<file path="src/rtl/pipeline_hazard_ctrl.sv">
// Stall/flush sequencer for the 5-stage RV32 pipeline: load-use, redirect,
// mul/div and imem-wait handling plus saturating stall/redirect counters.
module pipeline_hazard_ctrl #(
  parameter int unsigned BR_PENALTY = 1,
  parameter int unsigned MD_TIMEOUT = 64,
  parameter int unsigned CNT_W      = 16
) (
  input  logic             clk,
  input  logic             reset_n,
  input  logic [4:0]       rs1_ID,
  input  logic [4:0]       rs2_ID,
  input  logic             uses_rs1_ID,
  input  logic             uses_rs2_ID,
  input  logic             mem_read_EX,
  input  logic [4:0]       rd_EX,
  input  logic             branch_taken_EX,
  input  logic             md_start_EX,
  input  logic             md_done,
  input  logic             imem_ready,
  output logic             pc_write,
  output logic             if_id_write,
  output logic             if_id_flush,
  output logic             id_ex_bubble,
  output logic             ex_hold,
  output logic             md_timeout,
  output logic [1:0]       state,
  output logic [CNT_W-1:0] stall_cnt,
  output logic [CNT_W-1:0] redirect_cnt
);

  localparam int unsigned FL_W = 3;
  localparam int unsigned MD_W = 8;

  typedef enum logic [1:0] {
    ST_RUN     = 2'd0,
    ST_FLUSH   = 2'd1,
    ST_MD_WAIT = 2'd2
  } state_t;

  state_t          state_q, state_d;
  logic [FL_W-1:0] flush_q, flush_d;
  logic [MD_W-1:0] md_cnt_q, md_cnt_d;
  logic            lu_hazard;
  logic            md_expired;
  logic            md_exit;

  assign lu_hazard  = mem_read_EX && (rd_EX != 5'd0) &&
                      ((uses_rs1_ID && (rs1_ID == rd_EX)) ||
                       (uses_rs2_ID && (rs2_ID == rd_EX)));
  assign md_expired = !md_done && (md_cnt_q == MD_W'(MD_TIMEOUT - 1));
  assign md_exit    = md_done || md_expired;
  assign state      = 2'(state_q);

  // State and sequencing counters
  always_ff @(posedge clk) begin
    if (!reset_n) begin
      state_q  <= ST_RUN;
      flush_q  <= '0;
      md_cnt_q <= '0;
    end else begin
      state_q  <= state_d;
      flush_q  <= flush_d;
      md_cnt_q <= md_cnt_d;
    end
  end

  // Next-state logic; branch wins over a simultaneous md_start
  always_comb begin
    state_d  = state_q;
    flush_d  = flush_q;
    md_cnt_d = md_cnt_q;
    unique case (state_q)
      ST_RUN: begin
        if (branch_taken_EX) begin
          if (BR_PENALTY > 0) begin
            state_d = ST_FLUSH;
            flush_d = FL_W'(BR_PENALTY);
          end
        end else if (md_start_EX) begin
          state_d  = ST_MD_WAIT;
          md_cnt_d = '0;
        end
      end
      ST_FLUSH: begin
        if (imem_ready) begin
          flush_d = flush_q - FL_W'(1);
          if (flush_q <= FL_W'(1)) state_d = ST_RUN;
        end
      end
      ST_MD_WAIT: begin
        if (md_exit) state_d = ST_RUN;
        else         md_cnt_d = md_cnt_q + MD_W'(1);
      end
      default: state_d = ST_RUN;
    endcase
  end

  // Zero-latency pipeline controls
  always_comb begin
    pc_write     = 1'b0;
    if_id_write  = 1'b0;
    if_id_flush  = 1'b0;
    id_ex_bubble = 1'b0;
    ex_hold      = 1'b0;
    if (!reset_n) begin
      if_id_flush  = 1'b1;
      id_ex_bubble = 1'b1;
    end else begin
      unique case (state_q)
        ST_RUN: begin
          if (branch_taken_EX) begin
            pc_write     = 1'b1;
            if_id_write  = 1'b1;
            if_id_flush  = 1'b1;
            id_ex_bubble = 1'b1;
          end else if (md_start_EX) begin
            ex_hold = 1'b1;
          end else if (lu_hazard) begin
            id_ex_bubble = 1'b1;
          end else if (!imem_ready) begin
            if_id_flush = 1'b1;
          end else begin
            pc_write    = 1'b1;
            if_id_write = 1'b1;
          end
        end
        ST_FLUSH: begin
          pc_write    = imem_ready;
          if_id_flush = 1'b1;
        end
        ST_MD_WAIT: ex_hold = !md_exit;
        default: ;
      endcase
    end
  end

  // Sticky timeout flag and saturating performance counters
  always_ff @(posedge clk) begin
    if (!reset_n) begin
      md_timeout   <= 1'b0;
      stall_cnt    <= '0;
      redirect_cnt <= '0;
    end else begin
      if ((state_q == ST_MD_WAIT) && md_expired) md_timeout <= 1'b1;
      if (!pc_write && (stall_cnt != '1))
        stall_cnt <= stall_cnt + CNT_W'(1);
      if ((state_q == ST_RUN) && branch_taken_EX && (redirect_cnt != '1))
        redirect_cnt <= redirect_cnt + CNT_W'(1);
    end
  end

endmodule

</file>
<file path="config.mk">
export PLATFORM = sky130hd
export DESIGN_NAME = pipeline_hazard_ctrl
export DESIGN_NICKNAME = d
export VERILOG_FILES = /design/src/rtl/pipeline_hazard_ctrl.sv
export SDC_FILE = /design/constraint.sdc
export NUM_CORES = 1
export LEC_CHECK = 0
export CAP_MARGIN = 0
export CORE_AREA = 2 2 97 99
export CTS_BUF_LIST = sky130_fd_sc_hd__clkbuf_8 sky130_fd_sc_hd__clkbuf_16
export CTS_CLUSTER_DIAMETER = 120
export DETAILED_ROUTE_END_ITERATION = 7
export DIE_AREA = 0 0 99 101
export HOLD_SLACK_MARGIN = 0.08
export SETUP_SLACK_MARGIN = 0.5
export SLEW_MARGIN = 15
export SYNTH_ARGS = -nofsm -noshare
export SYNTH_HDL_FRONTEND = slang
export SYNTH_SLANG_ARGS = --single-unit
</file>
<file path="constraint.sdc">
create_clock -name clk -period 4.93 [get_ports clk]
set_clock_uncertainty 0.05 [all_clocks]
set_input_delay 1.479 -clock clk [delete_from_list [all_inputs] [get_ports clk]]
set_output_delay 1.479 -clock clk [all_outputs]
set_load 0.02 [all_outputs]
</file>
=== Yosys cells after proc, flatten, opt, wreduce, memory -nomap -nowiden ===
Cells that the tools add are included.

* $add $sub $neg: 4
* $mul: 0
* Div/mod/pow operators: 0
* Magnitude comparators: 1
* Equal/unequal tests: 15
* Shifts and indexed selects: 0
* Multiplexer cells: 36
* Bitwise gates (word level): 0
* Reductions and logical operators: 21

{| class="wikitable"
|+ Operators by type and width
! kind !! number
|-
| $add A16 B1 Y16 const B || 2
|-
| $ne A16 B16 Y1 const B || 2
|-
| $mux W8 || 3
|-
| $mux W1 || 20
|-
| $pmux W8 S2 || 1
|-
| $ne A2 B2 Y1 const B || 7
|-
| $eq A5 B5 Y1 || 2
|-
| $mux W2 || 5
|-
| $logic_and A1 B1 Y1 || 9
|-
| $add A8 B1 Y8 const B || 1
|-
| $eq A8 B6 Y1 const B || 1
|-
| $reduce_and A4 Y1 || 2
|-
| $mux W3 || 2
|-
| $pmux W1 S2 || 3
|-
| $pmux W2 S3 || 1
|-
| $pmux W3 S2 || 1
|-
| $reduce_bool A5 Y1 || 1
|-
| $reduce_bool A2 Y1 || 2
|-
| $le A3 B1 Y1 const B || 1
|-
| $logic_not A1 Y1 || 3
|-
| $ne A3 B3 Y1 const B || 1
|-
| $reduce_and A3 Y1 || 1
|-
| $sub A3 B1 Y3 const B || 1
|-
| $eq A2 B1 Y1 const B || 1
|-
| 3 further kinds || 4
|}

* Flip-flop bits (word level): 46
* Bits in latches: 0
* Bits in writable memories: 0
* ROM bits: 0
* Input port bits: 24
* Output and inout port bits: 40
* Word-level logic and storage cells: 83
* Memories: 0

=== Longest topological paths before layout ===
* Depth after elaboration: 11
* Gate-level depth with buffers: 9

=== Worst setup path before layout ===
Ideal clock, no wire load.

* Path kind: input -> output
* Start point: input port rd_EX[1]
* End point: output port if_id_flush
* Arrival time: 3.146 ns
* Setup slack: 0.255 ns
* Cell stages on the path: 5
* Buffers on the path: 0
* Path through: or4_1 o21a_1 nand2_1 nand2_1 o311ai_0

* Word-level cells in the longest chain between the ends: 9
* Elaborated cells on any way between the ends: 13

{| class="wikitable"
|+ Ends and longest elaborated chain
! element !! RTL line !! text
|-
| start, declared || 15 || <nowiki>input logic [4:0] rd_EX,</nowiki>
|-
| $eq A5 B5 Y1, on equally long branches || 48, 49 ||
|-
| $logic_and A1 B1 Y1, on equally long branches || 48, 49 ||
|-
| $logic_or A1 B1 Y1 || 48 || <nowiki>((uses_rs1_ID && (rs1_ID == rd_EX)) ||</nowiki>
|-
| $logic_and A1 B1 Y1 (*) || 47 || <nowiki>assign lu_hazard = mem_read_EX && (rd_EX != 5'd0) &&</nowiki>
|-
| $mux W1 (*) || 118 || <nowiki>end else if (lu_hazard) begin</nowiki>
|-
| $mux W1 (*) || 116 || <nowiki>end else if (md_start_EX) begin</nowiki>
|-
| $mux W1 (*) || 111 || <nowiki>if (branch_taken_EX) begin</nowiki>
|-
| $pmux W1 S2 (*) || 109 || <nowiki>unique case (state_q)</nowiki>
|-
| $mux W1 (*) || 105 || <nowiki>if (!reset_n) begin</nowiki>
|-
| end, declared || 22 || <nowiki>output logic if_id_flush,</nowiki>
|}

Every way passes the cells marked *; elsewhere a longest branch is shown, timed or not.

=== Worst setup path in the final report ===
* Start point: input port rd_EX[3]
* End point: output port if_id_flush

Same word-level chain as after synthesis.

==> results.md <==
## Outcome
* status: completed

## Synthesis
* syn_nets: 322
* biggest area contributors in the synthesized netlist: sky130_fd_sc_hd__dfxtp_1 (37%), sky130_fd_sc_hd__xnor2_1 (8.5%), sky130_fd_sc_hd__nor2_1 (5.0%)
* Post-synth EDFFs: 0
* synthesized instance count: 293
* Mapped Area: 2467 um2
* portion of synthesized cell area occupied by the leading cell type: 37.32%
* post-synthesis cell type with the largest combined area: sky130_fd_sc_hd__dfxtp_1
* flip-flop cell with the highest count after synthesis: sky130_fd_sc_hd__dfxtp_1
* sequential share of the synthesized area: 37.32%
* ys async rst share: 0%
* FF+latch count, synth: 46
* count of synthesis-stage warnings from yosys: 0
* Avg Inst Size Synth: 8.421 um2
* number of distinct standard cells referenced by the synthesized netlist: 41

## Placed design
* number of cells in the design after placement: 468
* port bufs: 63
* placed inst area: 3293 um2
* half-perimeter wire length after detailed placement: 4.459 mm
* routability cong.: 0.8085

## Floorplanning
* Core Rows: 35
* chip height: 101 um
* core outline area: 8977 um2
* initial cell density of the core: 27.48%
* die footprint: 9999 um2
* number of top-level design ports: 64
* die width: 99 um

## Timing
* clock period minus final worst setup slack: 4.398 ns
* post-route worst hold slack: 0.4346 ns
* count of final hold-check violations: 0
* Setup Viol. Count Final: 0
* Worst Tran Pin Value: 0.9350 ns
* Max Freq: 227.4 MHz
* headroom to the max-slew limit: 37.67%
* final period utilization: 89.21%
* unrepaired setup endpoints after global routing: true
* number of max-slew violations in the final report: 0

## Clocking
* number of CTS-inserted buffers: 5
* buffers from clock root to sink, at most: 2
* clock sink count: 46
* clock latency of the later-clocked register in the worst-skew pair: 0.30 ns
* buffer count from post-CTS setup fixing: 0
* clock-pin slew on the worst setup and hold paths: 0.09 ns
* TritonCTS clock tree: yes
* H-tree depth: 2
* clock root buffer: sky130_fd_sc_hd__clkbuf_8

## Drt
* Antenna Nets Post-Route: 0
* vias: 2,367
* DRC violation total after the first TritonRoute iteration: 42
* first-pass detailed-route iteration total: 4
* Via-to-Cell Ratio: 4.973
* WL final: 6.412 mm
* residual DRC count: 0
* wire length per cell: 13.47 um

## Setup path
* worst-case register-to-register setup slack: 2.36 ns
* CP required: 3.40 ns
* top fanout value on the critical path: 3
* type of element launching the critical path: primary input
* crit path capture type: primary output
* arrival time reported for the critical path endpoint: 2.87 ns
* Critical Setup Path Class: primary input to primary output

## Finish
* fraction of layout cells with a size suffix above 1: 12.33%
* post-route non-filler standard cell count: 476
* register area: 920.9 um2
* number of filler cells placed in the layout: 919
* net count of the finished layout: 393
* area of the multi-input gates: 1495 um2
* area grow syn2layout: 38.49%
* Diodes inserted: 0
* total non-filler cell area in the finished layout: 3417 um2

## Pwr
* net switching power figure: 0.2196 mW
* total leakage power: 1.235 nW
* Power Total: 0.7801 mW
* portion of total power attributed to the clock network: 31.6%
* internal power summed over all cells: 0.5604 mW
* Seq pwr share: 50.7%
* switching power share of the total: 28.15%
* peak supply drop: 115.0 uV
* PwrDens: 228.3 nW/um2
* fraction of power consumed by combinational cells: 17.7%

## Worst hold path
* worst min-delay path class: flip-flop to flip-flop

## Job
* Max Cap Viol: 0

## Global route
* antenna violations before repair: 0
* pin count of the biggest net entering global routing: 32
* via count of the first global-routing pass: 2,259
* Total Routing Usage GR: 12.59%
* global-route wire length before repair: 10.45 mm
* residual overflow from global routing: 0

## synth_stat cells, drive strengths merged (2+ instances only)
master  instances
dfxtp          46
nor2           33
xnor2          24
nand2          21
nand4          14
a21oi          13
nand3          13
inv            11
nor3           10
o31ai          10
or4             9
xor2            9
clkbuf          8
and3            7
buf             7
nor4            6
ha              5
mux2i           5
nand2b          5
and4            4
o311ai          4
o41ai           4
a31oi           3
o21a            3
and2            2
o21ai           2
o22ai           2
o31a            2
or3             2
## routing by layer
layer | global-route usage (%) | share of wire, % | vias to the layer above
met2 | 21.52 | 49 | 37
li1 | - | - | 1211
met1 | 16.01 | 46 | 1113
met5 | 0 | 0 | -
met4 | 4.110 | 1.0 | 0
met3 | 2.358 | 3.0 | 6
## power groups by stage
stage          Sequential, mW  Clock [mW]  Combinational [mW]
3_5_place_dp            0.404           0               0.138
6_report                0.396       0.247               0.138
5_1_grt                 0.398       0.280               0.152
4_1_cts                 0.395       0.259               0.133
2_1_floorplan           0.405           0              0.0717
3_3_place_gp            0.404           0               0.136
## through the flow
stage,utilization [%],setup slack [ns],TNS (ns)
3_5_place_dp,36.68,-0.2622,-0.9696
5_1_grt,38.06,0.4606,0
6_report,38.06,0.5321,0
2_1_floorplan,-,0.5003,0
3_3_place_gp,36.68,-0.2634,-0.8444
4_1_cts,37.32,0.4687,0
## worst max-delay path: stages
cell and delay (ns):
sky130_fd_sc_hd__buf_6 0.09, sky130_fd_sc_hd__or4_4 0.53, sky130_fd_sc_hd__o21a_4 0.23, sky130_fd_sc_hd__nand2_2 0.06, sky130_fd_sc_hd__nand2_1 0.05, sky130_fd_sc_hd__o311ai_1 0.20
sky130_fd_sc_hd__buf_2 0.21
## registers in the layout, indices dropped and copies added (netlist names)
signal and flops:
redirect_cnt 16, stall_cnt 16, md_cnt_q 8, flush_q 3
state 2, md_timeout 1
## final cells by class
type,count,share of cell area [%]
Tap cell,111,4.064
Clock buffer,6,2.417
Timing Repair Buffer,79,21.24
Inverter,11,1.208
Sequential cell,46,26.95
Clock inverter,2,0.3662
Multi-Input combinational cell,221,43.76
## path summary, 6_finish.rpt
path	startpoint	end	cells past startpoint
worst max-delay path	rd_EX[3]	if_id_flush	7
worst min-delay path	md_timeout$_SDFFE_PN0P_	md_timeout$_SDFFE_PN0P_	2
worst max register to register	stall_cnt[2]$_SDFFE_PN0P_	stall_cnt[9]$_SDFFE_PN0P_	6
worst min register to register	md_timeout$_SDFFE_PN0P_	md_timeout$_SDFFE_PN0P_	2
## layout by cell type, fill, tap and decap left out, types with 6 or more instances in the layout
| cell | netlist | layout |
|---|---|---|
| sky130_fd_sc_hd__buf_2 | 5 | 6 |
| sky130_fd_sc_hd__nand4_1 | 14 | 14 |
| sky130_fd_sc_hd__o31ai_1 | 9 | 9 |
| sky130_fd_sc_hd__clkbuf_8 | 0 | 6 |
| sky130_fd_sc_hd__xor2_1 | 9 | 9 |
| sky130_fd_sc_hd__nand2_1 | 21 | 20 |
| sky130_fd_sc_hd__dlygate4sd2_1 | 0 | 7 |
| sky130_fd_sc_hd__and3_1 | 7 | 7 |
| sky130_fd_sc_hd__buf_4 | 0 | 15 |
| sky130_fd_sc_hd__inv_1 | 11 | 12 |
| sky130_fd_sc_hd__dfxtp_1 | 46 | 46 |
| sky130_fd_sc_hd__nor3_1 | 10 | 10 |
| sky130_fd_sc_hd__xnor2_1 | 24 | 21 |
| sky130_fd_sc_hd__a21oi_1 | 13 | 12 |
| sky130_fd_sc_hd__nor2_1 | 33 | 33 |
| sky130_fd_sc_hd__clkdlybuf4s50_1 | 0 | 41 |
| sky130_fd_sc_hd__or4_1 | 9 | 8 |
| sky130_fd_sc_hd__nand3_1 | 13 | 13 |
## logic make-up after synthesis
logic type,count (synthesis),share of synthesized area (%)
XOR/XNOR,33,11.71
AO/OA/AOI/OAI,49,14.45
flip-flops,46,37.32
adder cells (fa/ha/maj),5,2.535
multiplexers,5,2.028
AND/OR/NAND/NOR,129,27.13
buffers and inverters,26,4.817
## timing repair
item                                   in CTS  in global routing
endpoints found under the hold margin       0                  0
pin swaps                                  16                 16
gates cloned                                0                  0
setup endpoints to repair                   5                  5
resized for setup                          48                 17
hold buffers                                0                  0
Note: power is estimated with default switching activity, not from simulation.
